### src/rtl/cam_entry_writer_pkg.sv
// Shared definitions for the CAM entry writer: stream word width, entry length
// derivation and the writer FSM states.
package cam_entry_writer_pkg;

  localparam int WORD_WIDTH = 32;

  function automatic int calc_n_words(input int c_width);
    return (c_width + WORD_WIDTH - 1) / WORD_WIDTH;
  endfunction

  typedef enum logic [1:0] {
    IDLE,
    COLLECT,
    ISSUE,
    WAIT
  } state_t;

endpackage

### src/rtl/cam_entry_writer.sv
// Assembles a CAM entry from a stream of config words and issues exactly one
// write into the CAM, honouring the CAM's BUSY handshake.
module cam_entry_writer
  import cam_entry_writer_pkg::*;
#(
  parameter int C_WIDTH   = 205,
  parameter int ADDR_BITS = 4
) (
  input  logic                  CLK,
  input  logic                  RST,
  input  logic                  s_valid,
  output logic                  s_ready,
  input  logic [WORD_WIDTH-1:0] s_data,
  input  logic [ADDR_BITS-1:0]  s_addr,
  input  logic                  s_last,
  output logic                  WE,
  output logic [ADDR_BITS-1:0]  WR_ADDR,
  output logic [C_WIDTH-1:0]    DIN,
  input  logic                  BUSY,
  output logic                  done,
  output logic                  err
);

  localparam int N_WORDS = calc_n_words(C_WIDTH);
  localparam int CNT_W   = $clog2(N_WORDS + 1);
  localparam logic [CNT_W-1:0] LAST_CNT = CNT_W'(N_WORDS - 1);
  localparam logic [CNT_W-1:0] FULL_CNT = CNT_W'(N_WORDS);

  state_t                 state, next_state;
  logic [CNT_W-1:0]       cnt;
  logic [ADDR_BITS-1:0]   addr_q;
  logic                   xfer;

  // The final word is only ever consumed on its own s_last transfer, so it goes
  // straight from s_data into DIN and never needs a slot of its own.
  logic [WORD_WIDTH-1:0]             slots [N_WORDS-1];
  logic [(N_WORDS-1)*WORD_WIDTH-1:0] head;

  assign xfer = s_valid && s_ready;

  always_ff @(posedge CLK) begin
    if (RST) state <= IDLE;
    else     state <= next_state;
  end

  always_comb begin
    next_state = state;
    s_ready    = 1'b0;
    WE         = 1'b0;
    case (state)
      IDLE: next_state = COLLECT;
      COLLECT: begin
        s_ready = 1'b1;
        if (s_valid && s_last && cnt == LAST_CNT) next_state = ISSUE;
      end
      ISSUE: begin
        if (!BUSY) begin
          WE         = 1'b1;
          next_state = WAIT;
        end
      end
      WAIT: begin
        if (!BUSY) next_state = IDLE;
      end
      default: next_state = IDLE;
    endcase
  end

  always_comb begin
    head = '0;
    for (int i = 0; i < N_WORDS - 1; i++) head[i*WORD_WIDTH +: WORD_WIDTH] = slots[i];
  end

  always_ff @(posedge CLK) begin
    if (xfer && cnt < LAST_CNT) slots[cnt] <= s_data;
  end

  // WR_ADDR/DIN are committed on the accepted s_last, so they stay frozen
  // through ISSUE and WAIT and survive dropped entries untouched.
  always_ff @(posedge CLK) begin
    if (RST) begin
      cnt     <= '0;
      addr_q  <= '0;
      WR_ADDR <= '0;
      DIN     <= '0;
      done    <= 1'b0;
      err     <= 1'b0;
    end else begin
      done <= (state == WAIT) && !BUSY;
      err  <= 1'b0;
      if (xfer) begin
        if (cnt == '0) addr_q <= s_addr;
        if (s_last) begin
          cnt <= '0;
          if (cnt == LAST_CNT) begin
            WR_ADDR <= addr_q;
            DIN     <= C_WIDTH'({s_data, head});
          end else begin
            err <= 1'b1;
          end
        end else if (cnt != FULL_CNT) begin
          cnt <= cnt + 1'b1;
        end
      end
    end
  end

endmodule

### config.mk
export PLATFORM = sky130hd
export DESIGN_NAME = cam_entry_writer
export DESIGN_NICKNAME = d
export VERILOG_FILES = /design/src/rtl/cam_entry_writer_pkg.sv /design/src/rtl/cam_entry_writer.sv
export SDC_FILE = /design/constraint.sdc
export NUM_CORES = 1
export LEC_CHECK = 0
export CORE_ASPECT_RATIO = 1.1
export CORE_MARGIN = 8
export CORE_UTILIZATION = 30
export DETAILED_ROUTE_END_ITERATION = 12
export HOLD_SLACK_MARGIN = 0.05
export MAX_ROUTING_LAYER = met4
export SKIP_CTS_REPAIR_TIMING = 1
export SYNTH_ARGS = -nofsm -noshare
export SYNTH_HDL_FRONTEND = slang
export SYNTH_SLANG_ARGS = --single-unit
### constraint.sdc
create_clock -name CLK -period 6 [get_ports CLK]
set_input_delay 1.2 -clock CLK [delete_from_list [all_inputs] [get_ports CLK]]
set_output_delay 1.2 -clock CLK [all_outputs]
set_load 0.02 [all_outputs]
==> flow_summary.ini <==
[outcome]
status = finished, final reports clean

[grt]
grt_pass1_vias = 10056
grt_pass1_wl_um = 69200
grt_start_max_net_pins = 135
track_usage_pct = 17.4
grt_antenna_before_repair = 3
gr-total-overflow = 0

[worst_setup_path]
crit_path_top_delay_cell = clkdlybuf4s50_1
startpoint_type = input pin
endpoint_kind = output port
crit_chain = clkdlybuf4s50_1 > nor2b_1 > clkdlybuf4s50_1
cp.required_ns = 4.80
critPathArrivalTime_ns = 2.39
critPathMaxStageDelay_ns = 0.62
critical_path.top_delay_family = buffers and inverters
path_class = input pin to output port
worst-path-buf-inv = 2
crit_fanout = 3
path_common_cell = clkdlybuf4s50_1

[clock_tree]
numCtsBuffers = 45
clk_latency_ns = 0.57
htreeDepth = 2
cts_root_buf = clkbuf_16
cts_tree = yes
clock_sinks = 412
clk_pin_slew_ns = 0.05
max-clock-path-buffers = 3

[timing]
tns_ns = 0
finalHoldWorstSlack_ns = 0.471
worstMarginPinSlew_ns = 1.34
setup_ws_ns = 2.41
skew_ns = 0.0106
setup_violations = 0
maxSlewHeadroom_pct = 10.6
maxSlewViolCount = 0
post-route-min-period_ns = 3.59
fmax_mhz = 278
min_period_over_period_pct = 59.9
finalHoldViolations = 0
rsz0062_at_grt = no

[floorplan]
dieWidth_um = 224
pin_count = 254
fp.dieArea_um2 = 54700
row_count = 83
die_y_um = 244
start_util_pct = 30.4
core_um2 = 46700

[route]
vias_per_cell = 5.12
vias = 10449
drtIter0Drc = 905
drc_errors = 0
drtPass1Iterations = 5
routed_wl_um = 47800
wl_per_cell_um = 23.4
drtAntennaViolNets = 0

[yosys]
syn_avg_cell_area_um2 = 11.7
synth.net_count = 1262
syn_inst = 1213
synth-seq-area-share_pct = 71.5
netlist_area_um2 = 14200
ys_ff_latch = 412
ys_warn_count = 0
yosys.cell_types.count = 30

[worst_hold_path]
hp-class = flip-flop to flip-flop

[layout]
final_net_count = 1456
nFillCells = 4503
drive_gt1_share_pct = 6.31
final_cells = 2040
area_growth_pct = 31.2

[pwr]
irDropWorstVdd_mv = 0.197
power_density_nw_per_um2 = 332
p_leak_uw = 0.00577
total_power_uw = 6210

[job]
drv_cap = 0

[place]
place_ws_ns = 2.05
portBuffers = 253
place_inst = 1955
gp_congestion = 0.730
hpwl_um = 28900
registers in the layout, indices dropped and copies added (netlist names):
register,count
DIN,205
cnt,3
addr_q,4
done,1
err,1
state,2
slots,192
WR_ADDR,4
cell families (layout without fill, tap and decap cells):
family,count (synthesis),after routing,synth area share [%]
other,0,2,0
muxes,6,6,0.422
AOI/OAI and AO/OA,428,428,15.1
and+or+nand+nor,235,235,8.45
buffers and inverters,124,354,3.83
adders and majority gates,8,8,0.704
DFF,412,412,71.5
metrics by stage:
step           area [µm²]  util [%]
3_3_place_gp        17200      36.8
4_1_cts             18700      39.9
6_report            18700      40.0
2_1_floorplan       14200         -
5_1_grt             18700      39.9
3_5_place_dp        17200      36.8
layout make-up:
| type | instances | area, µm² | area share [%] |
|---|---|---|---|
| multi-input combinational | 677 | 3580 | 19.2 |
| inverter | 5 | 18.8 | 0.101 |
| clock buffer | 69 | 1330 | 7.12 |
| antenna | 2 | 5.00 | 0.0268 |
| clock inverter | 14 | 159 | 0.851 |
| sequential | 412 | 10200 | 54.5 |
| tap | 595 | 744 | 3.99 |
| timing repair buffer | 266 | 2670 | 14.3 |
worst paths after layout:
kind	start	end	slack, ns	cells past startpoint
worst max-delay path	BUSY	WE	2.41	3
worst min-delay path	addr_q[1]	WR_ADDR[1]	0.47	2
worst max register to register	cnt[0]	DIN[73]	3.06	6
worst min register to register	addr_q[1]	WR_ADDR[1]	0.47	2
routing by layer:
layer,up-vias,share of wire (%),track usage [%]
li1,4836,-,-
met1,5183,42,21.5
met2,364,49,28.1
met3,66,6.7,4.11
met4,0,2.4,5.17
met5,-,0,-
synth_stat cells:
master	n	area [µm²]
dfxtp_1	220	4400
a21oi_1	213	1070
nand3_1	210	1050
o21ai_0	202	1010
edfxtp_1	192	5770
clkbuf_1	67	251
buf_2	47	235
o21ai_1	10	50.1
ha_1	8	100
mux2i_1	6	60.1
inv_1	5	18.8
nor2_1	4	15.0
nor4_1	4	25.0
buf_4	3	22.5
nand2_1	3	11.3
nand2b_1	3	18.8
and4_1	2	17.5
nor2b_1	2	12.5
a2111oi_1	1	10.0
and2_1	1	6.26
and3_1	1	6.26
buf_6	1	11.3
clkbuf_2	1	5.00
nand2_2	1	6.26
nand4_1	1	6.26
nand4b_1	1	8.76
nor3b_1	1	7.51
nor4bb_1	1	10.0
o21a_1	1	7.51
o21bai_1	1	7.51
tightest hold or removal path, stage by stage, from the launching register on:
cell     delay (ns)
dfxtp_1        0.31
nand3_1        0.06
a21oi_1        0.05
layout by cell type (no fill, tap or decap), drive strengths merged, types with 2 or more instances in the layout:
master	instances
inv	6
clkinv	7
mux2i	6
o21ai	212
nor4	4
nand2	4
bufinv	3
clkinvlp	3
nor2b	2
clkdlybuf4s50	252
nand3	210
clkbuf	70
edfxtp	192
ha	8
and4	2
dfxtp	220
a21oi	213
diode	2
nor2	4
buf	13
nand2b	3
report_power, final:
| group | internal, µW | switching (µW) | total (µW) |
|---|---|---|---|
| Sequential | 3000 | 18.8 | 3020 |
| Combinational | 72.9 | 345 | 418 |
| Clock | 1660 | 1120 | 2770 |
| Total | 4730 | 1480 | 6210 |
Note: power is estimated with default switching activity, not from simulation.
